===== config.mk =====
export PLATFORM = sky130hd
export DESIGN_NAME = fft_stage_ctrl
export DESIGN_NICKNAME = d
export VERILOG_FILES = /design/src/rtl/fft_pkg.sv /design/src/rtl/fft_addr_gen.sv /design/src/rtl/fft_stage_ctrl.sv
export SDC_FILE = /design/constraint.sdc
export NUM_CORES = 1
export LEC_CHECK = 0
export CORE_MARGIN = 2
export CORE_UTILIZATION = 25
export CTS_BUF_LIST = sky130_fd_sc_hd__clkbuf_4
export DETAILED_ROUTE_END_ITERATION = 6
export GPL_TIMING_DRIVEN = 0
export SYNTH_ARGS = -nofsm -noshare
export SYNTH_HDL_FRONTEND = slang
export SYNTH_SLANG_ARGS = --single-unit

===== constraint.sdc =====
create_clock -name clk -period 2.8 [get_ports clk]
set_clock_uncertainty 0.15 [all_clocks]
set_input_delay 0.28 -clock clk [delete_from_list [all_inputs] [get_ports clk]]
set_output_delay 0.28 -clock clk [all_outputs]
set_load 0.05 [all_outputs]

===== src/rtl/fft_pkg.sv =====
// Shared types and defaults for the radix-2 FFT stage controller.
// Holds the FSM state encoding, parameter defaults and width helpers.
package fft_pkg;

  typedef enum logic [1:0] {
    ST_IDLE  = 2'd0,
    ST_ISSUE = 2'd1,
    ST_DRAIN = 2'd2,
    ST_DONE  = 2'd3
  } fft_state_e;

  localparam int N_LOG2_DEF  = 3;
  localparam int RD_LAT_DEF  = 1;
  localparam int TFM_LAT_DEF = 2;
  localparam int ADDR_W_DEF  = N_LOG2_DEF;

  // Width of the stage index for a given log2(N).
  function automatic int stage_w(input int n_log2);
    return (n_log2 < 2) ? 1 : $clog2(n_log2);
  endfunction

endpackage


===== src/rtl/fft_addr_gen.sv =====
// Combinational butterfly address and twiddle index generator for
// counter k within stage s of an in-place radix-2 FFT.
module fft_addr_gen
  import fft_pkg::*;
#(
  parameter int N_LOG2 = N_LOG2_DEF
) (
  input  logic [N_LOG2-2:0]         k,
  input  logic [$clog2(N_LOG2)-1:0] s,
  output logic [N_LOG2-1:0]         addr_a,
  output logic [N_LOG2-1:0]         addr_b,
  output logic [N_LOG2-2:0]         tw_idx
);

  localparam int SW = $clog2(N_LOG2);

  logic [N_LOG2-1:0] k_ext;
  logic [N_LOG2-1:0] half;
  logic [N_LOG2-1:0] pos;
  logic [N_LOG2-1:0] grp;
  logic [N_LOG2-1:0] tw_full;
  logic [SW-1:0]     tw_sh;

  // Split k into group/position; the group stride is two half-blocks.
  always_comb begin
    k_ext   = {1'b0, k};
    half    = N_LOG2'(1) << s;
    pos     = k_ext & (half - N_LOG2'(1));
    grp     = k_ext >> s;
    addr_a  = ((grp << s) << 1) | pos;
    addr_b  = addr_a + half;
    tw_sh   = SW'(N_LOG2 - 1) - s;
    tw_full = pos << tw_sh;
    tw_idx  = tw_full[N_LOG2-2:0];
  end

endmodule


===== src/rtl/fft_stage_ctrl.sv =====
// Stage sequencer for an in-place radix-2 FFT: issues N/2 butterfly reads
// per stage, drains the read/multiply pipeline, and tracks write-back.
module fft_stage_ctrl
  import fft_pkg::*;
#(
  parameter int N_LOG2  = N_LOG2_DEF,
  parameter int RD_LAT  = RD_LAT_DEF,
  parameter int TFM_LAT = TFM_LAT_DEF
) (
  input  logic                      clk,
  input  logic                      rst,
  input  logic                      start,
  input  logic                      abort,
  output logic                      busy,
  output logic                      done,
  output logic [$clog2(N_LOG2)-1:0] stage,
  output logic                      rd_en,
  output logic [N_LOG2-1:0]         rd_addr_a,
  output logic [N_LOG2-1:0]         rd_addr_b,
  output logic [N_LOG2-2:0]         tw_idx,
  output logic                      tfm_en,
  output logic                      wr_en,
  output logic [N_LOG2-1:0]         wr_addr_a,
  output logic [N_LOG2-1:0]         wr_addr_b
);

  localparam int SW     = $clog2(N_LOG2);
  localparam int KW     = N_LOG2 - 1;
  localparam int N_HALF = 2 ** (N_LOG2 - 1);
  localparam int DLY    = RD_LAT + TFM_LAT;
  localparam int DW     = (DLY > 1) ? $clog2(DLY) : 1;

  fft_state_e        state_q, state_d;
  logic [KW-1:0]     k_q, k_d;
  logic [SW-1:0]     s_q, s_d;
  logic [DW-1:0]     dcnt_q, dcnt_d;

  logic              pv_q [DLY];
  logic              pv_d [DLY];
  logic [N_LOG2-1:0] pa_q [DLY];
  logic [N_LOG2-1:0] pa_d [DLY];
  logic [N_LOG2-1:0] pb_q [DLY];
  logic [N_LOG2-1:0] pb_d [DLY];

  logic [N_LOG2-1:0] ag_a;
  logic [N_LOG2-1:0] ag_b;
  logic [N_LOG2-2:0] ag_tw;

  fft_addr_gen #(.N_LOG2(N_LOG2)) u_addr_gen (
    .k      (k_q),
    .s      (s_q),
    .addr_a (ag_a),
    .addr_b (ag_b),
    .tw_idx (ag_tw)
  );

  // State, butterfly counter, stage index and drain counter registers.
  always_ff @(posedge clk or negedge rst) begin
    if (!rst) begin
      state_q <= ST_IDLE;
      k_q     <= '0;
      s_q     <= '0;
      dcnt_q  <= '0;
    end else begin
      state_q <= state_d;
      k_q     <= k_d;
      s_q     <= s_d;
      dcnt_q  <= dcnt_d;
    end
  end

  // Next-state logic; abort overrides everything, including start in IDLE.
  always_comb begin
    state_d = state_q;
    k_d     = k_q;
    s_d     = s_q;
    dcnt_d  = dcnt_q;
    if (abort) begin
      state_d = ST_IDLE;
      k_d     = '0;
      s_d     = '0;
      dcnt_d  = '0;
    end else begin
      case (state_q)
        ST_IDLE: begin
          if (start) begin
            state_d = ST_ISSUE;
            k_d     = '0;
            s_d     = '0;
            dcnt_d  = '0;
          end else begin
            state_d = ST_IDLE;
          end
        end
        ST_ISSUE: begin
          if (k_q == KW'(N_HALF - 1)) begin
            state_d = ST_DRAIN;
            k_d     = '0;
          end else begin
            k_d = k_q + KW'(1);
          end
        end
        ST_DRAIN: begin
          // Full pipeline depth elapses so the last write precedes the next read.
          if (dcnt_q == DW'(DLY - 1)) begin
            dcnt_d = '0;
            if (s_q == SW'(N_LOG2 - 1)) begin
              state_d = ST_DONE;
            end else begin
              state_d = ST_ISSUE;
              s_d     = s_q + SW'(1);
            end
          end else begin
            dcnt_d = dcnt_q + DW'(1);
          end
        end
        ST_DONE: begin
          state_d = ST_IDLE;
          s_d     = '0;
        end
        default: begin
          state_d = ST_IDLE;
          k_d     = '0;
          s_d     = '0;
          dcnt_d  = '0;
        end
      endcase
    end
  end

  assign rd_en = (state_q == ST_ISSUE);
  assign busy  = (state_q != ST_IDLE);
  assign done  = (state_q == ST_DONE);
  assign stage = s_q;

  // Addresses are held at zero whenever no read is issued.
  always_comb begin
    if (rd_en) begin
      rd_addr_a = ag_a;
      rd_addr_b = ag_b;
      tw_idx    = ag_tw;
    end else begin
      rd_addr_a = '0;
      rd_addr_b = '0;
      tw_idx    = '0;
    end
  end

  // Read/multiply pipeline tracking: valid bit plus operand addresses.
  always_comb begin
    pv_d[0] = rd_en;
    pa_d[0] = rd_addr_a;
    pb_d[0] = rd_addr_b;
    for (int i = 1; i < DLY; i++) begin
      pv_d[i] = pv_q[i-1];
      pa_d[i] = pa_q[i-1];
      pb_d[i] = pb_q[i-1];
    end
    if (abort) begin
      for (int i = 0; i < DLY; i++) begin
        pv_d[i] = 1'b0;
        pa_d[i] = '0;
        pb_d[i] = '0;
      end
    end else begin
      pv_d[0] = rd_en;
    end
  end

  // Delay-line registers.
  always_ff @(posedge clk or negedge rst) begin
    if (!rst) begin
      for (int i = 0; i < DLY; i++) begin
        pv_q[i] <= 1'b0;
        pa_q[i] <= '0;
        pb_q[i] <= '0;
      end
    end else begin
      for (int i = 0; i < DLY; i++) begin
        pv_q[i] <= pv_d[i];
        pa_q[i] <= pa_d[i];
        pb_q[i] <= pb_d[i];
      end
    end
  end

  assign tfm_en    = pv_q[RD_LAT-1];
  assign wr_en     = pv_q[DLY-1];
  assign wr_addr_a = pa_q[DLY-1];
  assign wr_addr_b = pb_q[DLY-1];

endmodule


# == After elaboration in Yosys (flattened, before gate mapping) ==
# Index checks and enable logic that the tools add are counted.
# word_totals
ff_bits,29
input_bits,4
wordCells,68
# op_classes
addsub,6
n_eq_ne,10
shifts,4
muxes,24
n_bitwise,2
reduce_logical,9
# ops
operator,n
$mux 2,14
$mux 9,2
$eq 2x2->1 const B,5
$ne 3x3->1 const B,3
$pmux 2 s2,2
$pmux 2 s4,1
$add 2x1->2 const B,3
$mux 3,2
$pmux 2 s3,1
$reduce_and 2->1,3
$reduce_bool 3->1,2
$shl 3x2->2,2
$reduce_and 4->1,1
$reduce_bool 4->1,1
$add 3x3->3,1
$and 2x3->3,1
$ne 3x2->1 const B,1
$or 3x3->3,1
$shl 1x2->3 const A,1
$shr 2x2->3,1
$sub 3x1->3 const B,1
$eq 2x1->1 const B,1
$logic_not 2->1,1
$mux 1,2
2 further kinds,2

# == Logic depth before layout (Yosys ltp) ==
# Gate-level depths: netlist of run 1.
# depth
depth_word,7
depth_mapped,5
depth_no_buf,5

# == Hierarchy ==
# Synthesis of run 1 repeated with hierarchy kept, for this count alone.
# hier_totals
cells_unflattened,123
hier_area_um2,1350.0
# by_module_without_submodules
mod,instances,cells_each,area_per_inst_um2
fft_stage_ctrl,1,104,1211.2
fft_addr_gen,1,19,138.9

# == Worst setup path before layout of run 1 ==
# OpenSTA, ideal clock, no wires.
# synth_path
path_kind,reg2out
start,register s_q[0] (netlist: stage[0])
end,output tw_idx[0]
arrival_ps,2610
required_time_ps,2370
path_slack_ps,-240
stages_incl_launch_ff,6
path_buffers,0
path_cell_list,dfrtp_1 inv_1 ha_1 or2b_1 nor2_1 and3_1
# synth_between
elab_chain_len,5
elab_cells_between_ends,6
classes_between,2 x add/sub; 2 x shift; 1 x mux; 1 x bitwise
# synth_lines
element,line,rtl
start: declaration,fft_stage_ctrl.sv:35,"logic [SW-1:0] s_q, s_d;"
start signal: assignment,fft_stage_ctrl.sv:62,s_q <= '0;
start signal: assignment,fft_stage_ctrl.sv:67,s_q <= s_d;
$shl 1x2->3,fft_addr_gen.sv:27,half = N_LOG2'(1) << s;
$sub 3x1->3,fft_addr_gen.sv:28,pos = k_ext & (half - N_LOG2'(1));
$and 2x3->3,fft_addr_gen.sv:28,
$shl 3x2->2 *,fft_addr_gen.sv:33,tw_full = pos << tw_sh;
$mux 2 *,fft_stage_ctrl.sv:138,if (rd_en) begin
end: declaration,fft_stage_ctrl.sv:20,"output logic [N_LOG2-2:0] tw_idx,"
# Mark *: on every way between the ends. The rest lies on a longest branch, timed or not.

# == Final worst setup path of run 1 ==
# layout_path
start,register s_q[1] (netlist: stage[1])
end,output rd_addr_b[1]
# layout_between
elab_chain_len,6
elab_cells_between_ends,8
classes_between,2 x add/sub; 3 x shift; 1 x mux; 2 x bitwise
# layout_lines
element,line,rtl
$shl 1x2->3,fft_addr_gen.sv:27,
$sub 3x1->3,fft_addr_gen.sv:28,
$and 2x3->3,fft_addr_gen.sv:28,
$or 3x3->3,fft_addr_gen.sv:30,addr_a = ((grp << s) << 1) | pos;
$add 3x3->3 *,fft_addr_gen.sv:31,addr_b = addr_a + half;
$mux 3 *,fft_stage_ctrl.sv:138,
end: declaration,fft_stage_ctrl.sv:19,"output logic [N_LOG2-1:0] rd_addr_b,"
# Marks and branches as above.

==> results of run 1 <==
==> worst register-to-register path, cell delays in order (launching register included) <==
cell	delay [ns]
dfrtp_1	0.53
inv_1	0.16
ha_1	0.24
or3b_2	0.50
a32oi_1	0.17
a21oi_1	0.08
==> path summary, 6_finish.rpt <==
path	startpoint	to	cells past startpoint
max	stage[1]	rd_addr_b[1]	5
min	pb_q[7]	pb_q[4]	1
max reg2reg	stage[0]	stage[1]	5
min reg2reg	pb_q[7]	pb_q[4]	1
max in group asynchronous	rst	pb_q[8]	2
min in group asynchronous	rst	pa_q[6]	2
==> cells in the final DEF (no fill, tap or decap), types with 2 or more instances in the layout <==
master / instances
dfrtp_1: 29
clkdlybuf4s50_1: 18
nor2b_1: 15
nor2_1: 14
buf_4: 6
inv_1: 5
clkbuf_4: 5
a21oi_1: 4
clkbuf_1: 4
a22oi_1: 4
nand3_1: 4
ha_1: 4
nand2b_1: 3
nand2_1: 3
buf_2: 3
or3b_1: 2
a211o_1: 2
nand4_1: 2
and3_1: 2
mux2i_1: 2
o21bai_1: 2
nor3b_1: 2
clkinv_2: 2
clkbuf_2: 2
dlygate4sd2_1: 2
==> metal layers <==
layer	up-vias	GRT usage, %	wire, microns
li1	465	-	-
met1	441	10.9	1100
met2	21	15.8	1210
met3	7	3.44	122
met4	0	5.45	59
met5	-	0	0
==> metrics by stage <==
step           instance area [sq um]  total power, uW  setup slack [ns]  utilization, %  instances
3_3_place_gp                    1640              520             0.121            32.3        217
2_1_floorplan                   1310              487            0.0139               -        123
3_5_place_dp                    1640              521             0.120            32.3        217
5_1_grt                         1690              802            0.0232            33.2        226
4_1_cts                         1690              772            0.0145            33.2        225
6_report                        1690              759             0.172            33.2        226
==> repair_timing <==
item	in CTS	in global routing
gates resized for setup	5	5
hold buffers	0	1
cloned	0	0
hold endpoints to repair	0	29
endpoints found under the setup margin	5	3
==> flip-flops by register name, indices dropped and copies added (netlist names) <==
signal     flops
pa_q           6
pb_q           6
wr_addr_a      3
wr_addr_b      3
dcnt_q         2
k_q            2
stage          2
state_q        2
pv_q           1
tfm_en         1
wr_en          1
==> report_power, final <==
group,internal (uW),total (uW),switching (uW)
Combinational,26.3,82.1,55.7
Sequential,425,429,3.72
Clock,94.4,248,153
==> final cells by class <==
class,count,area [sq um],area share (%)
Sequential cell,29,726,43.1
Multi-Input combinational cell,77,495,29.4
Timing Repair Buffer,25,233,13.8
Tap cell,70,87.6,5.20
Buffer,12,70.1,4.16
Clock buffer,5,37.5,2.23
Inverter,5,18.8,1.11
Clock inverter,3,17.5,1.04
==> cells by family (layout without fill, tap and decap cells) <==
kind of cell / Yosys count / after routing / share of synthesized area, %
muxes: 2 / 2 / 1.53
adders and majority gates: 4 / 4 / 3.83
and+or+nand+nor: 54 / 54 / 23.2
AOI/OAI and AO/OA: 17 / 17 / 9.19
DFF: 29 / 29 / 55.5
buffers and inverters: 17 / 50 / 6.79
==> key figures, run 1 <==
Run status
  • Status: finished, final reports clean

Critical path
  • Slowest cell on crit path: dfrtp_1
  • Crit-path cells: or3b_1 -> buf_2 -> a211o_1 -> nand2_1 -> clkdlybuf4s15_1
  • Buf/Inv on CP: 2
  • WS Path Type: reg2out
  • Worst R2R Setup Slack: 0.83 ns
  • Critical path launch point type: register
  • Crit path DAT: approximately 2.2 ns
  • Worst-path fanout max: 9
  • Crit path largest cell delay: 0.49 ns
  • Req. time, crit path: approximately 2.4 ns
  • CP top delay family: buffers and inverters
  • Crit. End Element: output pin

Logic synthesis
  • Top-count cell post-synth: dfrtp_1
  • Mapped Area: 0.00131 sq mm
  • Warnings from Yosys: 0
  • Post-synth top area cell: dfrtp_1
  • Distinct cells, synth: 31
  • Syn_nets: 131
  • Yosys top cell area share: between 50 and 60%
  • Yosys reg bits: 29
  • Mean Syn Cell Area: 10.6 sq um
  • Main synth FF type: dfrtp_1
  • Synth cell count leaders: dfrtp_1, nor2_1, nor2b_1, buf_4, inv_1
  • Sequential fraction of the synthesis area: 55.5%
  • Post-synth EDFFs: 0
  • Synth async-reset ratio: 100%
  • Most area-consuming cells after synthesis: dfrtp_1, nor2b_1, nor2_1
  • Gate Count Post-Synth: 123

Cells and area
  • Layout cells sized above 1: 14.1%
  • Antenna Cells: 0
  • Nets: ~160
  • FILL cells: 556
  • Syn-to-layout area delta: 28.9%

Global route
  • Antenna violations before repair: 0
  • GR Util All Layers: 9.65%
  • Largest net degree at the start of global routing: 30
  • Global route overflow: 0
  • Number of global-route vias before repair: 919
  • First-pass GRT wire length: 4300 microns

Floorplanning
  • Row count: 26
  • Initial Util: 25.8%
  • Die ar.: 0.00582 sq mm
  • Ports: 25
  • Die Wd: 76.3 microns
  • Die Height: 76.3 microns
  • Core Area: 0.00507 sq mm

Run
  • Max cap viols: 0

Timing
  • Final count of pins violating max slew: 0
  • Max-slew headroom: 56.6%
  • Fin Setup TNS: 0 ns
  • Slew @ Worst Pin: roughly 0.65 ns
  • Final Critical Period: 2.63 ns
  • Worst hold slack: 0.315 ns
  • Period utilisation layout: between 90% and 100%
  • Fmax: between 0.3 and 0.4 GHz
  • RSZ-0062 raised after global routing: no
  • Final hold vios: 0
  • Final setup fails: 0

Clock network
  • Clk slew on worst S/H paths: 0.10 ns
  • Clk root buf: clkbuf_4
  • Clk sinks: 29
  • Clk buf depth: 2
  • Clk_lat worst skew: about 0.33 ns
  • H-tree Lvls: 2
  • Post-CTS setup buffers: 0
  • CTS tree: built
  • Cts bufs inserted: 5

Drt
  • Routed wire length: 2490 microns
  • DR WL/cell: ~11 microns
  • Post-DRT Antenna Nets: 0
  • Pre-antenna DRT Iters: 4
  • Routed vias: between 900 and 1000
  • DR iter-0 viols: 44
  • Vias per cell: slightly above 4
  • DRC Markers: 0

Placement
  • DPL Wire Length: ~1700 microns
  • Routability cong.: 0.768
  • I/O Buffers: 24

Hold path
  • Hold Path Class: reg2reg

Pwr
  • Peak supply drop: 0.170 mV
  • P per Cell Area: roughly 450 mW/mm^2
  • Leakage power: 0.000779 uW
Power figures use the tool's default switching activity.
==> run 2: changes to the inputs <==
--- a/config.mk
+++ b/config.mk
@@ -8,6 +8,7 @@
 export CORE_MARGIN = 2
 export CORE_UTILIZATION = 25
 export CTS_BUF_LIST = sky130_fd_sc_hd__clkbuf_4
+export CTS_CLUSTER_SIZE = 20
 export DETAILED_ROUTE_END_ITERATION = 6
 export GPL_TIMING_DRIVEN = 0
 export SYNTH_ARGS = -nofsm -noshare
==> results of run 2 <==
The final DEF is identical to that of run 1; final timing and power are the same.
==> run 3: changes to the inputs <==
--- a/config.mk
+++ b/config.mk
@@ -6,11 +6,12 @@
 export NUM_CORES = 1
 export LEC_CHECK = 0
 export CORE_MARGIN = 2
-export CORE_UTILIZATION = 25
+export CORE_UTILIZATION = 52
 export CTS_BUF_LIST = sky130_fd_sc_hd__clkbuf_4
 export CTS_CLUSTER_SIZE = 20
 export DETAILED_ROUTE_END_ITERATION = 6
 export GPL_TIMING_DRIVEN = 0
+export PLACE_DENSITY = 0.8
 export SYNTH_ARGS = -nofsm -noshare
 export SYNTH_HDL_FRONTEND = slang
 export SYNTH_SLANG_ARGS = --single-unit
==> run 3 against run 2 <==
Against the previous run: register-to-register slack improved by 0.03 ns; total power grew 11%; sequential power about the same; sequential cell count unchanged; first-iteration DRC count fell by 73%; global-route usage rose by 9.4 points; sequential share of layout area is 0.52 points higher; worst hold slack better by 0.0049 ns; cell count down 18%; die area shrank 50%; routed wire length decreased by 6.1%; non-clock buffer count is the same; highest routed layer unchanged.
==> key figures, run 3 (synthesized netlist as in run 1, its figures left out) <==
Critical path
  • WS Path Type: reg2out
  • Critical path launch point type: register
  • Crit. End Element: output pin
  • Crit path largest cell delay: 0.52 ns (+0.03 ns)
  • Crit path DAT: 2.25 ns (+0.05 ns)
  • Worst-path fanout max: 7 (-2)
  • Crit-path cells: inv_1 -> ha_1 -> or2b_1 -> nor2_2 -> and3_1 -> dlygate4sd2_1
  • Slowest cell on crit path: dlygate4sd2_1
  • Req. time, crit path: 2.37 ns (about the same)

Drt
  • DR WL/cell: 12.6 microns (+14%)
  • Post-DRT Antenna Nets: 0 (unchanged)
  • Routed vias: 981 (+5.0%)
  • Routed wire length: 2340 microns (-6.1%)
  • Vias per cell: 5.27 (+28%)
  • DR iter-0 viols: 12 (-73%)
  • Pre-antenna DRT Iters: 4 (unchanged)
  • DRC Markers: 0 (unchanged)

Placement
  • DPL Wire Length: 1600 microns (-6.2%)
  • Routability cong.: 0.777 (+1.2%)
  • I/O Buffers: 24 (unchanged)

Pwr
  • Peak supply drop: 0.426 mV (+150%)
  • Leakage power: 0.000811 uW (+4.2%)
  • Total power: 846 uW (+11%)
  • P per Cell Area: 508 mW/mm^2 (+13%)

Clock network
  • H-tree Lvls: 2 (unchanged)
  • Post-CTS setup buffers: 0 (unchanged)
  • Clk sinks: 29 (unchanged)
  • Cts bufs inserted: 5 (unchanged)
  • Clk root buf: clkbuf_4
  • Clk_lat worst skew: 0.32 ns (about the same)
  • Clk slew on worst S/H paths: 0.09 ns (about the same)
  • Clk buf depth: 2 (unchanged)
  • CTS tree: built

Cells and area
  • Most frequent cells in the layout: dfrtp_1, clkdlybuf4s50_1, nor2b_1, nor2_1
  • Largest regs: pa_q x6, pb_q x6
  • Layout cells sized above 1: 12.8% (-1.3 points)
  • Nets: 163 (unchanged)
  • Commonest non-fill, non-tap cell in the layout: dfrtp_1
  • FILL cells: 196 (-65%)
  • Syn-to-layout area delta: 27.4%
  • Final Core Density: 68.5% (+35 points)
  • Antenna Cells: 0 (unchanged)

Floorplanning
  • Core Area: 0.00243 sq mm (-52%)
  • Ports: 25 (unchanged)
  • Die Wd: 54.1 microns (-29%)
  • Die Height: 54.1 microns (-29%)
  • Initial Util: 53.8% (+28 points)
  • Row count: 18 (-31%)
  • Die ar.: 0.00293 sq mm (-50%)

Timing
  • Fin Setup TNS: 0 ns (unchanged)
  • Worst hold slack: 0.320 ns (+0.00495 ns)
  • Max-slew headroom: 59.0% (+2.4 points)
  • Final Critical Period: 2.68 ns (+0.0543 ns)
  • Fmax: 0.373 GHz (-2.0%)
  • Period utilisation layout: 95.8% (+1.9 points)
  • Final setup fails: 0 (unchanged)
  • RSZ-0062 raised after global routing: no
  • Final count of pins violating max slew: 0 (unchanged)
  • Final hold vios: 0 (unchanged)
  • Slew @ Worst Pin: 0.616 ns (-0.0355 ns)

Run status
  • Status: finished, final reports clean

Global route
  • First-pass GRT wire length: 3820 microns (-11%)
  • Largest net degree at the start of global routing: 30 (unchanged)
  • Global route overflow: 0 (unchanged)
  • Antenna violations before repair: 0 (unchanged)
  • GR Util All Layers: 19.0% (+9.4 points)
  • Number of global-route vias before repair: 890 (-3.2%)

Run
  • Max cap viols: 0 (unchanged)

Hold path
  • Hold Path Class: reg2reg
[run 3: changes by cell type in the layout (fill, tap and decap cells not counted), sizes merged]
| cell | change |
|---|---|
| bufinv | +1 |
| dlymetal6s2s | +1 |
| clkinvlp | -1 |
| dlygate4sd2 | +1 |
| clkinv | -1 |
| clkdlybuf4s15 | -1 |
[run 3: power by group]
group / switching [uW] / internal [uW]
Clock: 139 / 195
Sequential: 3.78 / 425
Combinational: 55.5 / 26.6
Total: 198 / 647
[run 3: cell type report]
class / instances / area, sq um / area share [%]
timing repair buffer: 25 / 239 / 14.4
inverter: 5 / 18.8 / 1.13
buffer: 12 / 70.1 / 4.21
sequential: 29 / 726 / 43.6
clock buffer: 6 / 45.0 / 2.70
multi-input combinational: 77 / 495 / 29.8
tap: 30 / 37.5 / 2.25
clock inverter: 2 / 33.8 / 2.03
[run 3: path summary, 6_finish.rpt]
path | start | to | slack, ns | cells past startpoint
setup / recovery | stage[0] | tw_idx[0] | 0.12 | 6
hold / removal | pb_q[7] | pb_q[4] | 0.32 | 1
setup reg to reg | stage[0] | stage[1] | 0.86 | 5
hold reg to reg | pb_q[7] | pb_q[4] | 0.32 | 1
max in group asynchronous | rst | pb_q[5] | 1.74 | 2
min in group asynchronous | rst | pb_q[8] | 0.36 | 2
[run 3: per-stage QoR]
step,setup slack (ns),instance area [sq um],instances
after floorplan,0.0139,1310,123
after global placement,0.179,1590,177
after detailed placement,0.160,1590,177
after CTS,0.0631,1660,185
after global routing,0.0281,1670,186
final,0.117,1670,186
[run 3: critical path: cells and delay by family, from the launching register on]
kind,cells,cell delay (ns)
flip-flops,1,0.50
buffers and inverters,2,0.68
AND/OR/NAND/NOR,3,0.51
adder cells (fa/ha/maj),1,0.24
[run 3: metal layers]
layer	up-vias	part of all wire, %	GRT usage [%]
met5	-	0	0
met4	0	1.7	7.92
met3	6	6.1	8.89
met2	27	48	30.3
met1	480	44	22.0
li1	468	-	-
[run 3: timing repair]
item	4_1_cts	5_1_grt
gates cloned	0	0
endpoints found under the setup margin	4	2
gates resized for setup	4	3
endpoints found under the hold margin	0	29
hold buffers	0	1
pin swaps	0	0
